## config.mk

```make
export PLATFORM = sky130hd
export DESIGN_NAME = ripple_carry_adder
export DESIGN_NICKNAME = d
export VERILOG_FILES = /design/src/rtl/ripple_carry_adder.sv
export SDC_FILE = /design/constraint.sdc
export NUM_CORES = 1
export LEC_CHECK = 0
export CORE_AREA = 2 2 39 41
export CTS_BUF_LIST = sky130_fd_sc_hd__clkbuf_8
export DETAILED_ROUTE_END_ITERATION = 10
export DIE_AREA = 0 0 41 43
export PLACE_DENSITY = 0.59
export SETUP_SLACK_MARGIN = 0.05
export SLEW_MARGIN = 5
export SYNTH_ARGS = -nofsm -noshare
export SYNTH_HDL_FRONTEND = slang
export SYNTH_SLANG_ARGS = --single-unit
export TNS_END_PERCENT = 10
```

## constraint.sdc

```tcl
create_clock -name clk -period 7.56 [get_ports clk]
set_input_delay 1.512 -clock clk [delete_from_list [all_inputs] [get_ports clk]]
set_output_delay 1.512 -clock clk [all_outputs]
set_load 0.005 [all_outputs]
```

## src/rtl/ripple_carry_adder.sv

```systemverilog
// ---------------------------------------------------------------------------
// ripple_carry_adder
//
// WIDTH-bit adder built as a chain of 1-bit full-adder cells. The carry
// ripples cell-to-cell with no lookahead, so the critical path is the full
// carry chain from c0 (or bit 0 of x/y) to cout.
//
// Combinational outputs (zero latency, independent of clk/rst_n):
//   s      [WIDTH-1:0]  sum bits, x + y + c0 modulo 2^WIDTH
//   cout                carry out of the MSB cell
//
// Registered outputs (one cycle after the inputs are sampled):
//   s_q    [WIDTH-1:0]  s captured on the rising edge of clk
//   cout_q              cout captured on the rising edge of clk
//   ovf_q               two's-complement overflow of the same addition
//
// Inputs:
//   clk     rising-edge clock for the registered outputs
//   rst_n   asynchronous active-low reset, clears the registered outputs only
//   x, y    [WIDTH-1:0] unsigned addends
//   c0      carry into bit 0
//
// There is no handshake: the inputs are sampled unconditionally every cycle.
// ---------------------------------------------------------------------------

// One full-adder cell. Kept as its own module so the carry chain stays an
// explicit cascade of cells rather than a '+' that synthesis could remap
// into a lookahead structure.
module rca_full_adder_cell (
  input  logic a,
  input  logic b,
  input  logic ci,
  output logic sum,
  output logic co
);

  assign sum = a ^ b ^ ci;
  assign co  = (a & b) | (a & ci) | (b & ci);

endmodule

module ripple_carry_adder #(
  parameter int WIDTH = 4
) (
  input  logic             clk,
  input  logic             rst_n,
  input  logic [WIDTH-1:0] x,
  input  logic [WIDTH-1:0] y,
  input  logic             c0,
  output logic [WIDTH-1:0] s,
  output logic             cout,
  output logic [WIDTH-1:0] s_q,
  output logic             cout_q,
  output logic             ovf_q
);

  // c[i] is the carry into cell i; c[WIDTH] is the carry out of the MSB.
  logic [WIDTH:0] c;
  logic           ovf;

  assign c[0] = c0;

  for (genvar i = 0; i < WIDTH; i++) begin : g_cell
    rca_full_adder_cell u_cell (
      .a   (x[i]),
      .b   (y[i]),
      .ci  (c[i]),
      .sum (s[i]),
      .co  (c[i+1])
    );
  end

  assign cout = c[WIDTH];

  // Signed overflow happens when the carry into the sign cell differs from
  // the carry out of it. For WIDTH=1 the carry into the sign cell is c0,
  // which c[WIDTH-1] = c[0] already provides.
  assign ovf = c[WIDTH] ^ c[WIDTH-1];

  always_ff @(posedge clk or negedge rst_n) begin
    if (!rst_n) begin
      s_q    <= '0;
      cout_q <= 1'b0;
      ovf_q  <= 1'b0;
    end else begin
      s_q    <= s;
      cout_q <= cout;
      ovf_q  <= ovf;
    end
  end

endmodule

```

==> results by group, run 1 <==
Clock tree
  – Max Buffers Root-to-Sink: 2
  – Cell at the root of the clock tree: clkbuf_8
  – TritonCTS clock tree: done
  – TritonCTS Sinks: 6
  – Clk slew on worst S/H paths: 0.03 ns
  – # hold bufs at CTS: 0
  – Cts repair resizes: 0
  – # H-tree levels: 1
  – Number of CTS-inserted buffers: 3
  – Post-CTS Setup Repair Bufs: 0

Floorplan
  – Die Y: 43 um
  – Die width: 41 um
  – Ports: 22
  – Core Area: 1380 um2
  – Die area: 1760 um2
  – Initial core utilization: 22.2%
  – Row count: 14

Timing
  – WHS: 1.53 ns
  – Tmin final: 5.56 ns
  – Slew headroom: 83.3%
  – Final hold vios: 0
  – RSZ-0062 raised after global routing: false
  – Final worst path period share: 73.5%
  – Setup TNS: 0 ns
  – Final setup fails: 0
  – Final Worst Setup Slack: 2.00 ns
  – Max-slew violations: 0
  – Slew @ Worst Pin: 0.250 ns
  – Fmax: 180 MHz

Detailed routing
  – DRC viols: 0
  – Via count: 208
  – 1st-iter DRT viols: 0
  – Post-detailed-route wirelength per cell: 8.05 um
  – Routed Antenna Nets: 0
  – DRT Pass-1 Iters: 1
  – Post-Route WL: 491 um
  – Vias per cell: 3.41

Pwr
  – P_leak: 0.258 nW
  – P per Cell Area: 218 nW/um2
  – Power consumption: 0.120 mW
  – Worst vdd ir: 0.0000662 V

Place
  – Dpl cell area: 507 um2
  – Pre-CTS setup slack: 1.96 ns
  – IO Port Bufs: 21
  – Placed Instances: 58
  – Placer's final routability congestion estimate: 0.546

Finish
  – Antenna Cells: 0
  – Final Core Density: 39.6%
  – Area growth, synth to finish: 78.8%
  – Final nets: 62
  – Fillers: 147
  – Non-Filler Instances: 61
  – Fraction of layout cells with a size suffix above 1: 6.67%
  – Fin area: 548 um2

Global routing
  – Number of global-route vias before repair: 226
  – Tot GR Track Use: 7.62%
  – Initial antenna violation count: 0
  – Aggregate global routing overflow: 0
  – Pin count of the biggest net entering global routing: 7
  – First-pass GRT wire length: 828 um

Synthesis
  – Number of synthesized flops with an enable pin: 0
  – Yosys warnings: 0
  – Net count after synthesis: 40
  – Seq cells post-synth: 6
  – Cell count after synthesis: 25
  – Yosys top cell by area: dfrtp_1
  – Post-synth ARST share: 100%
  – Most frequent cell after synthesis: inv_1
  – Ys flop type: dfrtp_1
  – Share of the synthesized area in the top cell type: 49.0%
  – Synth top area cells: dfrtp_1, fa_1, inv_1, buf_4, xnor2_1
  – Sequential area share after synthesis: 49.0%
  – Top cells by count, synth: inv_1, dfrtp_1, buf_4, fa_1, xnor2_1
  – Post-synthesis cell area: 307 um2
  – Syn Area/Cell: 12.3 um2
  – Synth unique cells: 5

Setup path
  – Critical Path Fanout Max: 2
  – Startpoint Class: input port
  – CP Class: in -> out
  – Critical path required time: 6.05 ns
  – Slowest CP cell: clkdlybuf4s50_1
  – Worst Setup End Kind: output port
  – CP arrival: 4.04 ns
  – CP peak stage delay: 0.50 ns
  – Crit-path cells: clkdlybuf4s50_1, inv_1, fa_1, inv_1, fa_1, fa_1, inv_1, fa_1, inv_1, clkdlybuf4s50_1

Worst hold path
  – Hold Crit Class: in -> async

Run status
  – Status: finished, final reports clean

Job
  – Max-cap viol count: 0
[routing by layer]
metal | track usage, % | part of all wire (%) | routed length [um]
met1 | 8.36 | 32 | 157
met2 | 10.0 | 56 | 277
met3 | 0 | 6.7 | 33
met4 | 12.0 | 4.5 | 22
met5 | 0 | 0 | 0
[layout make-up]
| cell class | count | area, um2 | share of cell area (%) |
|---|---|---|---|
| tap | 16 | 20.0 | 3.65 |
| inverter | 10 | 37.5 | 6.85 |
| sequential | 6 | 150 | 27.4 |
| clock buffer | 3 | 41.3 | 7.53 |
| multi-input combinational | 5 | 88.8 | 16.2 |
| timing repair buffer | 21 | 210 | 38.4 |
[cell families (layout without fill, tap and decap cells)]
family / after synthesis / in the layout / synth area share (%)
flops: 6 / 6 / 49.0
xor+xnor: 1 / 1 / 2.86
buf+inv: 14 / 34 / 22.0
fa+ha+maj: 4 / 4 / 26.1
[sequential cells by signal, indices dropped and copies added (netlist names)]
signal and count:
s_q 4, cout_q 1, ovf_q 1
[placed cells by master (no fill, tap or decap)]
cell,n
dfrtp_1,6
fa_1,4
clkdlybuf4s50_1,21
xnor2_1,1
inv_1,10
clkbuf_8,3
[power breakdown]
group          switching [mW]  total, mW  leakage [nW]  internal (mW)
Sequential            0.00112     0.0388        0.0699         0.0376
Combinational          0.0109     0.0351         0.167         0.0242
Clock                  0.0118     0.0458        0.0216         0.0340
Total                  0.0238      0.120         0.258         0.0959
[worst max-delay path: cells and delay by family]
kind / cells / cell delay [ns]
adders and majority gates: 4 / 1.36
buffers and inverters: 6 / 1.18
[worst max-delay path by stage]
stage	start	end	slack, ns	depth (start not counted)
detailed placement	y[0]	s[3]	1.96	10
floorplan	y[0]	s[3]	2.88	9
global placement	y[0]	s[3]	2.01	10
finish	y[0]	s[3]	2.00	10
global route	x[0]	s[3]	1.88	10
CTS	y[0]	s[3]	1.97	10
Power figures use the tool's default switching activity.
==> run 2, diff against run 1 <==
Settings changed: PLACE_DENSITY 0.59 to 0.61.
Clock period 7.56 ns to 4.8 ns, I/O delays scaled along.
==> results by group, run 2 (synthesized netlist as in run 1, its figures left out) <==
Timing
  – Final Worst Setup Slack: 0.340 ns (was 2.00 ns)
  – Tmin final: 4.46 ns
  – Slew @ Worst Pin: 0.247 ns (was 0.250 ns)
  – Max-slew violations: 0 (unchanged)
  – RSZ-0062 raised after global routing: false (unchanged)
  – Setup TNS: 0 ns (unchanged)
  – Slew headroom: 83.5% (was 83.3%)
  – Final hold vios: 0 (unchanged)
  – Fmax: 224 MHz
  – Final worst path period share: 92.9%
  – Final setup fails: 0 (unchanged)

Clock tree
  – Post-CTS Setup Repair Bufs: 0 (unchanged)
  – Number of CTS-inserted buffers: 3 (unchanged)
  – Max Buffers Root-to-Sink: 2 (unchanged)
  – # hold bufs at CTS: 0 (unchanged)
  – TritonCTS clock tree: done (unchanged)
  – TritonCTS Sinks: 6 (unchanged)
  – Cell at the root of the clock tree: clkbuf_8 (unchanged)
  – Clk slew on worst S/H paths: 0.03 ns (about the same)
  – # H-tree levels: 1 (unchanged)
  – Cts repair resizes: 0 (unchanged)

Floorplan
  – Ports: 22 (unchanged)
  – Initial core utilization: 22.2% (unchanged)
  – Core Area: 1380 um2 (unchanged)
  – Row count: 14 (unchanged)
  – Die area: 1760 um2 (unchanged)
  – Die Y: 43 um (unchanged)
  – Die width: 41 um (unchanged)

Finish
  – Commonest non-fill, non-tap cell in the layout: clkdlybuf4s50_1 (unchanged)
  – Fraction of layout cells with a size suffix above 1: 6.67% (unchanged)
  – Fillers: 158 (was 147)
  – Area growth, synth to finish: 78.8% (unchanged)
  – Largest reg by FF count: s_q (unchanged)
  – Antenna Cells: 0 (unchanged)
  – Fin area: 548 um2 (unchanged)
  – Largest register FFs: 4 (unchanged)
  – Final nets: 62 (unchanged)
  – Top Registers: s_q x4, cout_q x1, ovf_q x1 (unchanged)
  – Most frequent cells in the layout: clkdlybuf4s50_1, inv_1, dfrtp_1, fa_1, clkbuf_8 (unchanged)
  – Non-Filler Instances: 61 (unchanged)

Detailed routing
  – Routed Antenna Nets: 0 (unchanged)
  – Post-Route WL: 482 um (was 491 um)
  – Vias per cell: 3.43 (was 3.41)
  – DRT Pass-1 Iters: 1 (unchanged)
  – DRC viols: 0 (unchanged)
  – Via count: 209 (was 208)
  – 1st-iter DRT viols: 0 (unchanged)
  – Post-detailed-route wirelength per cell: 7.90 um (was 8.05 um)

Place
  – Pre-CTS setup slack: 0.310 ns (was 1.96 ns)
  – Dpl cell area: 507 um2 (unchanged)
  – Hpwl dp: 432 um
  – Placer's final routability congestion estimate: 0.553 (was 0.546)
  – IO Port Bufs: 21 (unchanged)
  – Placed Instances: 58 (unchanged)

Setup path
  – CP Class: in -> out (unchanged)
  – CP bufs+invs: 6 (unchanged)
  – CP Launch Point: y[0] (unchanged)
  – Startpoint Class: input port (unchanged)
  – Critical path required time: 3.84 ns (was 6.05 ns)
  – Critical Path Fanout Max: 2 (unchanged)
  – Slowest CP cell: clkdlybuf4s50_1 (unchanged)
  – Top Family by Delay on Critical Path: adder cells (unchanged)
  – CP peak stage delay: 0.49 ns (was 0.50 ns)
  – Crit-path cells: clkdlybuf4s50_1, inv_1, fa_1, inv_1, fa_1, fa_1, inv_1, fa_1, inv_1, clkdlybuf4s50_1 (unchanged)
  – CP arrival: 3.50 ns (was 4.04 ns)
  – Worst Setup End Kind: output port (unchanged)

Pwr
  – Power consumption: 0.190 mW (was 0.120 mW)
  – P per Cell Area: 347 nW/um2 (was 218 nW/um2)
  – P_leak: 0.258 nW (unchanged)
  – Worst vdd ir: 0.0000944 V (was 0.0000662 V)

Global routing
  – Number of global-route vias before repair: 203 (was 226)
  – Aggregate global routing overflow: 0 (unchanged)
  – Pin count of the biggest net entering global routing: 7 (unchanged)
  – Tot GR Track Use: 7.72% (was 7.62%)
  – First-pass GRT wire length: 793 um (was 828 um)
  – Initial antenna violation count: 0 (unchanged)

Run status
  – Status: finished, final reports clean (unchanged)

Worst hold path
  – Hold Crit Class: in -> async (unchanged)

Job
  – Max-cap viol count: 0 (unchanged)
## run 2: layer usage
layer | routed length, um | share of wire, % | up-vias | global-route usage [%]
met4 | 0 | 0 | 0 | 12.0
met5 | 0 | 0 | - | 0
met1 | 147 | 30 | 97 | 7.02
li1 | - | - | 101 | -
met3 | 39 | 8.1 | 0 | 1.57
met2 | 295 | 61 | 11 | 10.6
## run 2: stage by stage
stage	util (%)	hold WS, ns
finish	39.6	0.972
global route	39.6	0.998
CTS	39.6	0.975
detailed placement	36.6	1.21
global placement	36.6	1.21
floorplan	-	0.664
## run 2: worst max path at each step
stage / endpoint / cells past startpoint
after floorplan: s[3] / 9
after global placement: s[3] / 10
after detailed placement: s[3] / 10
after CTS: s[3] / 10
after global routing: s[3] / 10
final: s[3] / 10
## run 2: layout make-up
cell class / count / area (um2) / share of cell area [%]
clock buffers: 3 / 41.3 / 7.53
flip-flops and latches: 6 / 150 / 27.4
multi-input cells: 5 / 88.8 / 16.2
inverters: 10 / 37.5 / 6.85
repair buffers: 21 / 210 / 38.4
well taps: 16 / 20.0 / 3.65
## run 2: report_power, final
group	total [mW]	internal, mW	switching [mW]
sequential	0.0612	0.0593	0.00192
combinational	0.0552	0.0381	0.0170
clock	0.0735	0.0537	0.0198
total	0.190	0.151	0.0388
